[config.mk]
export PLATFORM = sky130hd
export DESIGN_NAME = pc_gen_unit
export DESIGN_NICKNAME = d
export VERILOG_FILES = /design/src/rtl/pc_gen_unit.sv
export SDC_FILE = /design/constraint.sdc
export NUM_CORES = 1
export LEC_CHECK = 0
export ABC_AREA = 1
export ABC_CLOCK_PERIOD_IN_PS = 5500
export BUFFER_PORTS_ARGS = -buffer_cell sky130_fd_sc_hd__buf_2
export CAP_MARGIN = 10
export CORE_AREA = 2 2 179 181
export DETAILED_ROUTE_END_ITERATION = 16
export DIE_AREA = 0 0 181 183
export SLEW_MARGIN = 20
export SYNTH_ARGS = -nofsm -noshare
export SYNTH_HDL_FRONTEND = slang
export SYNTH_SLANG_ARGS = --single-unit
export TNS_END_PERCENT = 5
[constraint.sdc]
create_clock -name clk -period 5.5 [get_ports clk]
set_clock_uncertainty 0.05 [all_clocks]
set_input_delay 0 -clock clk [delete_from_list [all_inputs] [get_ports clk]]
set_output_delay 0 -clock clk [all_outputs]
set_load 0.01 [all_outputs]
[src/rtl/pc_gen_unit.sv]
// pc_gen_unit: fetch-stage PC register and next-PC selection.
// Handles sequential flow, branch, J-type, register jump, eret and
// exception entry. Redirects that arrive while stalled are held in a
// one-entry pending buffer. Optional return-address stack: PC_RAS_EN.
// Ports:
//   clk, reset (async, active-high), stall, npc_op[2:0]
//   br_pc, imm16, imm26, reg_target, epc, exc_req, link, is_ret
//   pc, pc4, pc_adel, ras_top, ras_valid
module pc_gen_unit #(
  parameter int               WIDTH     = 32,
  parameter logic [WIDTH-1:0] RESET_PC  = 'h0000_3000,
  parameter logic [WIDTH-1:0] EXC_VEC   = 'h0000_4180,
  parameter logic [WIDTH-1:0] IMEM_LAST = 'h0000_6FFC,
  parameter int               RAS_DEPTH = 4
) (
  input  logic             clk,
  input  logic             reset,
  input  logic             stall,
  input  logic [2:0]       npc_op,
  input  logic [WIDTH-1:0] br_pc,
  input  logic [15:0]      imm16,
  input  logic [25:0]      imm26,
  input  logic [WIDTH-1:0] reg_target,
  input  logic [WIDTH-1:0] epc,
  input  logic             exc_req,
  input  logic             link,
  input  logic             is_ret,
  output logic [WIDTH-1:0] pc,
  output logic [WIDTH-1:0] pc4,
  output logic             pc_adel,
  output logic [WIDTH-1:0] ras_top,
  output logic             ras_valid
);

  logic [WIDTH-1:0] pc_q, pc_d;
  logic [WIDTH-1:0] pend_tgt_q, pend_tgt_d;
  logic             pend_vld_q, pend_vld_d;
  logic [WIDTH-1:0] bp4;
  logic [WIDTH-1:0] br_off;
  logic [WIDTH-1:0] tgt;
  logic             redir;

  assign bp4    = br_pc + WIDTH'(4);
  assign br_off = {{(WIDTH-18){imm16[15]}}, imm16, 2'b00};

  always_comb begin
    tgt   = '0;
    redir = 1'b1;
    unique case (npc_op)
      3'b001:  tgt = bp4 + br_off;
      3'b010:  tgt = {bp4[WIDTH-1:28], imm26, 2'b00};
      3'b011:  tgt = reg_target;
      3'b100:  tgt = epc;
      default: redir = 1'b0;
    endcase
  end

  always_comb begin
    pc_d       = pc_q;
    pend_vld_d = pend_vld_q;
    pend_tgt_d = pend_tgt_q;
    if (exc_req) begin
      pc_d       = EXC_VEC;
      pend_vld_d = 1'b0;
    end else if (!stall) begin
      pend_vld_d = 1'b0;
      if (redir)
        pc_d = tgt;
      else if (pend_vld_q)
        pc_d = pend_tgt_q;
      else
        pc_d = pc_q + WIDTH'(4);
    end else if (redir) begin
      // newest redirect wins while frozen
      pend_tgt_d = tgt;
      pend_vld_d = 1'b1;
    end
  end

  always_ff @(posedge clk or posedge reset) begin
    if (reset) begin
      pc_q       <= RESET_PC;
      pend_vld_q <= 1'b0;
      pend_tgt_q <= '0;
    end else begin
      pc_q       <= pc_d;
      pend_vld_q <= pend_vld_d;
      pend_tgt_q <= pend_tgt_d;
    end
  end

  assign pc      = pc_q;
  assign pc4     = pc_q + WIDTH'(4);
  assign pc_adel = (pc_q[1:0] != 2'b00) | (pc_q < RESET_PC)
                 | (pc_q > IMEM_LAST);

`ifdef PC_RAS_EN
  localparam int PW = $clog2(RAS_DEPTH);
  localparam logic [PW:0] FULL = (PW+1)'(RAS_DEPTH);

  logic [WIDTH-1:0] stk_q [RAS_DEPTH];
  logic [PW-1:0]    ptr_q;
  logic [PW:0]      cnt_q;
  logic [PW-1:0]    top_idx;
  logic [WIDTH-1:0] ra;
  logic             upd;

  // ptr_q is the next free slot; wrapping overwrites the oldest entry
  assign top_idx = ptr_q - PW'(1);
  assign ra      = br_pc + WIDTH'(8);
  assign upd     = !stall && !exc_req;

  always_ff @(posedge clk or posedge reset) begin
    if (reset) begin
      ptr_q <= '0;
      cnt_q <= '0;
      for (int i = 0; i < RAS_DEPTH; i++)
        stk_q[i] <= '0;
    end else if (upd) begin
      if (link && is_ret && cnt_q != '0) begin
        stk_q[top_idx] <= ra;
      end else if (link) begin
        stk_q[ptr_q] <= ra;
        ptr_q        <= ptr_q + PW'(1);
        if (cnt_q != FULL)
          cnt_q <= cnt_q + (PW+1)'(1);
      end else if (is_ret && cnt_q != '0) begin
        ptr_q <= top_idx;
        cnt_q <= cnt_q - (PW+1)'(1);
      end
    end
  end

  assign ras_top   = stk_q[top_idx];
  assign ras_valid = (cnt_q != '0);
`else
  logic unused_ras;
  assign unused_ras = ^{link, is_ret};
  assign ras_top    = '0;
  assign ras_valid  = 1'b0;
`endif

endmodule

After elaboration in Yosys (flattened, before gate mapping)
Index checks and enable logic that the tools add are counted.

operators by class
  multiplexer cells = 9
  equality and inequality tests = 6
  $add $sub $neg = 3
  $lt $le $gt $ge = 2
  bitwise logic cells = 3
  reduce and logical (&&, ||, !) cells = 3

operators with widths
  operator                 number
  $mux W32                 4
  $pmux W32 S4             1
  $add A32 B3 Y32 const B  2
  $add A32 B32 Y32         1
  $gt A32 B15 Y1 const B   1
  $lt A32 B14 Y1 const B   1
  $eq A3 B2 Y1 const B     2
  $mux W1                  4
  $reduce_or A4 Y1         1
  $eq A3 B1 Y1 const B     1
  $eq A3 B3 Y1 const B     1
  $ne A3 B1 Y1 const B     1
  $reduce_and A3 Y1        1
  $ne A2 B1 Y1 const B     1
  $or A1 B1 Y1             2
  $reduce_bool A2 Y1       1
  $not A1 Y1               1

storage, ports and cells
  flip-flop bits (word level) = 65
  word-level logic and storage cells = 29

Longest topological paths before layout
Gate-level depths: netlist (run 1).

  depth in word-level cells = 6
  depth in mapped cells = 26
  depth with buffers taken out = 26

Worst setup path after synthesis (run 1)
No wires, ideal clock.

  path type = in2reg
  start = input port br_pc[2]
  end = register pc_q[26] (netlist: pc[26])
  setup slack = 2.946 ns
  data required time = 5.334 ns
  arrival time = 2.387 ns
  buffers on the path = 0
  cell stages on the path = 23
  cells stage by stage = ha_1 > nand2_1 > inv_2 > nand3_2 > nor2_4 > nand2_4 > nor3_4 > nand3_2 > nor2_2 > nand3_1 > xnor2_1 > ha_1 > nand2_1 > inv_1 > nand2_1 > nor3_1 > nand3_1 > nand3_1 > nand2_1 > nand3_1 > nand3_1 > nand2_1 > nand2_1

on the way
  longest elaborated chain between the ends = 6

RTL lines
  item                    RTL line  RTL
  start: declaration      20        input logic [WIDTH-1:0] br_pc,
  $add A32 B3 Y32         43        assign bp4 = br_pc + WIDTH'(4);
  $add A32 B32 Y32        50        3'b001: tgt = bp4 + br_off;
  $pmux W32 S4            49        unique case (npc_op)
  $mux W32                67        if (redir)
  $mux W32                65        end else if (!stall) begin
  $mux W32                62        if (exc_req) begin
  end signal: assignment  86        pc_q <= pc_d;
  end: declaration        35        logic [WIDTH-1:0] pc_q, pc_d;

No other way between the ends. The select of a mux whose other input is x is not followed.
A chain may end at the register's enable or synchronous reset.

Worst setup path after layout (run 1)
  start = input port br_pc[2]
  end = register pc_q[29] (netlist: pc[29])

on the way
  longest elaborated chain between the ends = 6

RTL lines
  item               RTL line
  $add A32 B3 Y32 *  43
  $add A32 B32 Y32   50
  $pmux W32 S4 *     49
  $mux W32 *         67
  $mux W32 *         65
  $mux W32 *         62

Every way passes the cells marked *; elsewhere a longest branch is shown, timed or not. The select of a mux whose other input is x is not followed.

==> results of run 1 <==
## stage by stage
stage                     worst slack, ns  power, W
after floorplan                      2.95   0.00104
after global placement               2.18   0.00127
after detailed placement             2.17   0.00128
after CTS                            2.51   0.00185
after global routing                 2.15   0.00197
final                                2.54   0.00184
## power groups by stage
stage / Sequential (W) / Clock (W) / Combinational [W]
2_1_floorplan: 0.000604 / 0 / 0.000433
3_3_place_gp: 0.000610 / 0 / 0.000658
3_5_place_dp: 0.000612 / 0 / 0.000663
4_1_cts: 0.000604 / 0.000574 / 0.000669
5_1_grt: 0.000615 / 0.000598 / 0.000757
6_report: 0.000605 / 0.000566 / 0.000671
## layer usage
metal / routed length (um) / vias to the layer above / global-route usage, %
li1: - / 4531 / -
met1: 14500 / 4087 / 25.4
met2: 13600 / 277 / 28.8
met3: 1500 / 19 / 1.91
met4: 256 / 0 / 3.09
met5: 0 / - / 0
## layout by cell type (no fill, tap or decap), types with 33 or more instances in the layout
cell type	count
nand2_1	424
inv_1	154
a21oi_1	65
conb_1	33
buf_2	209
ha_1	40
dfrtp_1	63
nand3_1	97
o21ai_0	38
nor2_1	131
## how the worst max path moves through the flow
stage | from | endpoint | slack, ns
finish | br_pc[2] | pc[29] | 2.54
global route | br_pc[2] | pc[31] | 2.15
CTS | br_pc[2] | pc[26] | 2.51
detailed placement | br_pc[2] | pc[26] | 2.17
global placement | br_pc[2] | pc[26] | 2.18
floorplan | br_pc[2] | pc[26] | 2.95
## timing repair
item                       CTS  global route
hold buffers                 5             0
hold endpoints to repair    68             0
setup endpoints to repair    0             0
## critical path: cells and delay by family
family	cells	cell delay [ns]
AOI/OAI and AO/OA	2	0.36
xor gates and xnor gates	1	0.27
adders and majority gates	2	0.52
buffers and inverters	2	0.19
and+or+nand+nor	17	1.80
## kinds of logic after synthesis
| kind of cell | Yosys count | share of synthesized area, % |
|---|---|---|
| buffers and inverters | 229 | 13.1 |
| AO/OA/AOI/OAI | 186 | 13.9 |
| other | 1 | 0.0485 |
| AND/OR/NAND/NOR | 734 | 40.5 |
| adder cells (fa/ha/maj) | 41 | 6.73 |
| XOR/XNOR | 41 | 4.64 |
| flip-flops | 65 | 21.1 |
## layout make-up
cell class / count / area, sq um
Sequential cell: 65 / 1630
Fill cell: 3591 / 21800
Clock inverter: 3 / 40.0
Clock buffer: 13 / 250
Multi-Input combinational cell: 1035 / 5220
Timing Repair Buffer: 224 / 1170
Tap cell: 402 / 503
Inverter: 162 / 608
## flip-flops by register name (all words and copies together), names as in the netlist
| name | count |
|---|---|
| pc | 32 |
| pend_vld_q | 1 |
| pend_tgt_q | 32 |
==> reports/qor.csv, run 1 <==
metric;value;unit
CP cell instances;buf_2 -> ha_1 -> nand2_1 -> inv_2 -> nand3_2 -> nor2_4 -> nand2_4 -> nor3_4 -> nand3_2 -> nor2_2 -> nand3_1 -> xnor2_1 -> ha_1 -> nand2_1 -> nand2_1 -> o21bai_1 -> nand2_1 -> nand2_1 -> a21oi_1 -> nand3_1 -> nand3_1 -> nand3_1 -> nand2_1 -> nand2_1;
Diodes inserted;0;
hold path depth;3;
I/O pin count;245;
Setup crit end kind;flop;
Seq pwr share;32.9;%
initial antenna violation count;0;
Final Cell Area;9420;sq um
worst r2r dst;pc[24];
GRT Total Usage;17.6;%
Top FF cell, synth;dfrtp_1;
final hold violations;1;
post-synthesis register bit count;65;
slew at the pin with the worst max-slew slack;0.868;ns
share of flip-flops with an asynchronous set or reset;100;%
CP Max Fanout;4;
Final nets;1685;
yosys warns;0;
clk root buf;clkbuf_16;
Mapped Area;7730;sq um
RSZ-0062 raised after global routing;no;
Post-Place Cells;1883;
sw power;0.000692;W
Final HPWL DP;24900;um
area leader, netlist;nand2_1;
Residual DRC;0;
Cell variety after synth;45;
Slew Limit Fails;0;
CTS H-tree lvls;3;
Resized cells post-CTS;0;
CP max stage delay;0.35;ns
Pleak;5.10;nW
worst hold start;epc[11];
Slowest cell on crit path;ha_1;
Final Non-Filler Cells;1904;
die width;181;um
f_max;338;MHz
clk buf depth;2;
internal power;0.00115;W
final core utilization;30.2;%
Post-DRT Antenna Nets;0;
Detailed Routing Iterations Pass 1;6;
Arrival @ worst endpoint;3.14;ns
vias in the first global route;8260;
GPL Wtd Cong;0.884;
via count;8914;
Mapped Cells;1297;
Hold Path End;pend_tgt_q[11];
Setup Buffers After CTS;0;
routed vias/inst;4.68;
violated checks;hold timing;
maxcap violations;0;
R2R depth;10;
CTS Buf Count;9;
insertion delay to the later sink of the worst-skew pair;0.34;ns
Comb pwr share;36.4;%
leading post-synthesis cells by cell area;nand2_1 21%, dfrtp_1 20%, inv_1 7.5%, ha_1 6.5%, nor2_1 6.5%;
share of layout cells above drive strength 1;17.6;%
sequential-to-total area share from yosys stat;21.1;%
WP data required;5.68;ns
final setup fails;0;
peak supply drop;0.136;mV
WL/cell;15.7;um
port bufs;209;
Initial Util;24.8;%
reg2reg start;pc[2];
CTS tree;yes;
DIE AREA;33100;sq um
placed inst area;9080;sq um
r2r setup slk;3.14;ns
worst hold slack;-0.00333;ns
Tmin final;2.96;ns
Power Density;196;nW/um^2
Tightest Hold Check Type;primary input to flop;
power share of the clock group;30.7;%
CP Class;primary input to flop;
Post-synth EDFFs;0;
area grow syn2layout;21.8;%
Core Region;31200;sq um
Worst setup SP type;primary input;
outcome;complete, but fails checks;
Total Wirelength;29800;um
clk sinks;65;
first-pass GRT wire length;45900;um
Synth top area share;20.6;%
most used cell, CP;nand2_1;
Setup TNS;0;ns
initial drt markers;699;
# rows;65;
pin count of the biggest net entering global routing;66;
CTS clk-pin slew, worst paths;0.05;ns
switching part of the total;37.6;%
top cells by count, synth;424 x nand2_1, 155 x inv_1, 133 x nor2_1, 97 x nand3_1, 65 x a21oi_1;
relative slew slack;42.2;%
Final Cycle Share;53.9;%
Mapped Avg Cell Area;5.96;sq um
Die Height;183;um
GRT Residual Overflow;0;
most common cell in the netlist;nand2_1;
Note: power is estimated with default switching activity, not from simulation.
==> run 2, diff against run 1 <==
Settings changed: ABC_AREA 1 to 0, ABC_CLOCK_PERIOD_IN_PS 5500 to 3000, CORE_AREA 2 2 179 181 to 2 2 167 169, DIE_AREA 0 0 181 183 to 0 0 169 171.
Clock period 5.5 ns to 3 ns, I/O delays scaled along.
==> run 2 against run 1 <==
- cell area rose by 2.6%
- critical path type unchanged
- the run ends with setup timing left
- area after synthesis decreased by 13%
- largest cell class unchanged
- clock-buffer cell count is 2 lower
- clock power is 100% higher
==> reports/qor.csv, run 2 <==
metric;value;unit;change
outcome;complete, but fails checks;;
violated checks;setup timing;;
Worst setup SP type;primary input;;
DIE AREA;28900;sq um;-13%
Pleak;4.53;nW;-11%
Initial Util;24.6;%;-0.18 points
f_max;333;MHz;
CP cell instances;buf_8 -> and3_4 -> nand3_4 -> nor2_4 -> and3_4 -> xor2_1 -> ha_1 -> and3_4 -> nor2b_4 -> a32o_2 -> o2111ai_4 -> a31oi_4 -> xor2_1 -> a222oi_1 -> buf_4 -> o21ai_2 -> o21a_1;;
Power Density;381;nW/um^2;+95%
insertion delay to the later sink of the worst-skew pair;0.32;ns;-0.02 ns
port bufs;209;;unchanged
I/O pin count;245;;unchanged
most used cell, CP;and3_4;;
CTS tree;yes;;
pin count of the biggest net entering global routing;40;;-39%
most common cell after layout, fill and taps aside;buf_2;;
area grow syn2layout;43.9;%;
share of flip-flops with an asynchronous set or reset;100;%;unchanged
top cells by count, synth;74 x nand2_1, 64 x nor2_1, 63 x dfrtp_1, 58 x xnor2_1, 52 x a21oi_1;;
Final HPWL DP;21200;um;-15%
Final Cycle Share;100;%;
Mapped Cells;821;;-37%
Synth top area share;23.5;%;+2.9 points
Mapped Area;6720;sq um;-13%
RSZ-0062 raised after global routing;yes;;
Setup crit end kind;flop;;
most common cell in the netlist;nand2_1;;
Detailed Routing Iterations Pass 1;6;;unchanged
Mapped Avg Cell Area;8.18;sq um;+37%
WP data required;3.16;ns;-2.52 ns
placed inst area;8940;sq um;-1.5%
# rows;61;;-6.2%
Final nets;1335;;-21%
Post-DRT Antenna Nets;0;;unchanged
final hold violations;0;;-1
via count;7259;;-19%
Core Region;27300;sq um;-13%
yosys warns;0;;unchanged
CTS H-tree lvls;3;;unchanged
GPL Wtd Cong;0.860;;-2.7%
CTS clk-pin slew, worst paths;0.06;ns;about the same
final setup fails;1;;+1
commonest cells after routing, fill and taps aside;206 x buf_2, 146 x buf_4, 73 x nand2_1;;
worst setup margin;-0.00614;ns;-2.54 ns
GRT Residual Overflow;0;;unchanged
routed vias/inst;4.84;;+3.4%
Total Wirelength;25900;um;-13%
Slew Limit Fails;0;;unchanged
peak supply drop;0.251;mV;+85%
Tightest Hold Check Type;primary input to flop;;
leading post-synthesis cells by cell area;dfrtp_1 23%, xnor2_1 7.6%, ha_1 7.5%, mux2_2 4.4%, nand2_1 4.1%;;
clk buf depth;2;;unchanged
clk root buf;clkbuf_16;;
clk sinks;65;;unchanged
Arrival @ worst endpoint;3.17;ns;+0.03 ns
first-pass GRT wire length;38900;um;-15%
vias in the first global route;6990;;-15%
Slowest cell on crit path;a222oi_1;;
post-synthesis register bit count;65;;unchanged
WL/cell;17.3;um;+10%
CTS Buf Count;9;;unchanged
GRT Total Usage;17.4;%;-0.22 points
final core utilization;35.4;%;+5.2 points
maxcap violations;0;;unchanged
initial antenna violation count;1;;+1
slew at the pin with the worst max-slew slack;0.881;ns;+0.0134 ns
Tot Pwr;0.00368;W;+100%
Residual DRC;0;;unchanged
Die Height;171;um;-6.6%
CP Max Fanout;4;;unchanged
area leader, netlist;dfrtp_1;;
Tmin final;3.01;ns;
relative slew slack;41.2;%;-0.98 points
sequential-to-total area share from yosys stat;24.3;%;+3.2 points
Post-synth EDFFs;0;;unchanged
initial drt markers;565;;-19%
share of layout cells above drive strength 1;39.7;%;+22 points
Cell variety after synth;66;;+47%
CP max stage delay;0.51;ns;+0.16 ns
Final Cell Area;9670;sq um;+2.6%
Top FF cell, synth;dfrtp_1;;
CP Class;primary input to flop;;
die width;169;um;-6.6%
-- run 2: changes by cell type after synthesis, sizes merged, moves of 24 or more --
cell,delta
nand2,-353
inv,-138
nor2,-76
nand3,-71
xnor2,+46
mux2,+26
mux2i,+24
-- run 2: repair_timing --
item                                   4_1_cts  5_1_grt
endpoints found under the hold margin       39        0
setup buffers                                7        4
hold buffers                                 4        0
gates resized for setup                     34       29
setup endpoints to repair                   14       23
pin swaps                                   23       29
-- run 2: path summary, 6_finish.rpt --
check | start | end | slack (ns) | depth (start not counted)
worst min register to register | pend_tgt_q[19] | pend_tgt_q[19] | 0.42 | 2
worst max-delay path | br_pc[2] | pc[22] | -0.006 | 17
min in group asynchronous | reset | pc[31] | 0.36 | 3
worst max register to register | pc[12] | pc[28] | 0.35 | 9
max in group asynchronous | reset | pc[12] | 1.70 | 4
worst min-delay path | epc[7] | pend_tgt_q[7] | 0.003 | 3
-- run 2: routing by layer --
layer	part of all wire, %	vias to the layer above	global-route usage [%]	routed length [um]
met3	5.4	20	2.41	1410
met4	1.6	0	4.46	424
met1	46	3414	23.4	11800
met2	47	236	29.5	12300
li1	-	3589	-	-
met5	0	-	0	0
-- run 2: logic make-up (layout without fill, tap and decap cells) --
kind of cell / after synthesis / in the layout / synth area share [%]
xor+xnor: 85 / 85 / 11.1
compound gates: 220 / 220 / 22.4
simple gates: 258 / 258 / 18.9
flops: 65 / 65 / 24.3
buf+inv: 101 / 400 / 7.62
other cells: 1 / 34 / 0.0558
mux: 50 / 50 / 7.93
fa+ha+maj: 41 / 41 / 7.75
-- run 2: power breakdown --
part / internal, W / switching, W
clock: 0.000769 / 0.000377
sequential: 0.000996 / 0.0000961
combinational: 0.000684 / 0.000760
-- run 2: layout make-up --
class,instances,area (sq um)
sequential,65,1630
antenna,1,2.50
clock buffer,11,253
clock inverter,5,77.6
timing repair buffer,360,2220
fill,2890,17700
tap,346,433
inverter,24,90.1
multi-input combinational,687,4960
-- run 2: critical path, delay by kind of cell --
family | cells | cell delay (ns)
AO/OA/AOI/OAI | 6 | 1.38
XOR/XNOR | 2 | 0.31
adder cells (fa/ha/maj) | 1 | 0.29
buffers and inverters | 2 | 0.31
AND/OR/NAND/NOR | 6 | 0.87
-- run 2: stage by stage --
stage	instances	hold slack [ns]	TNS, ns	setup WS, ns
2_1_floorplan	853	0.157	0	0.0000104
3_3_place_gp	1467	0.187	-6.59	-0.412
3_5_place_dp	1467	0.187	-8.64	-0.535
4_1_cts	1494	0.00322	-0.0177	-0.0177
5_1_grt	1499	0.00851	-0.634	-0.132
6_report	1499	0.00350	-0.00614	-0.00614
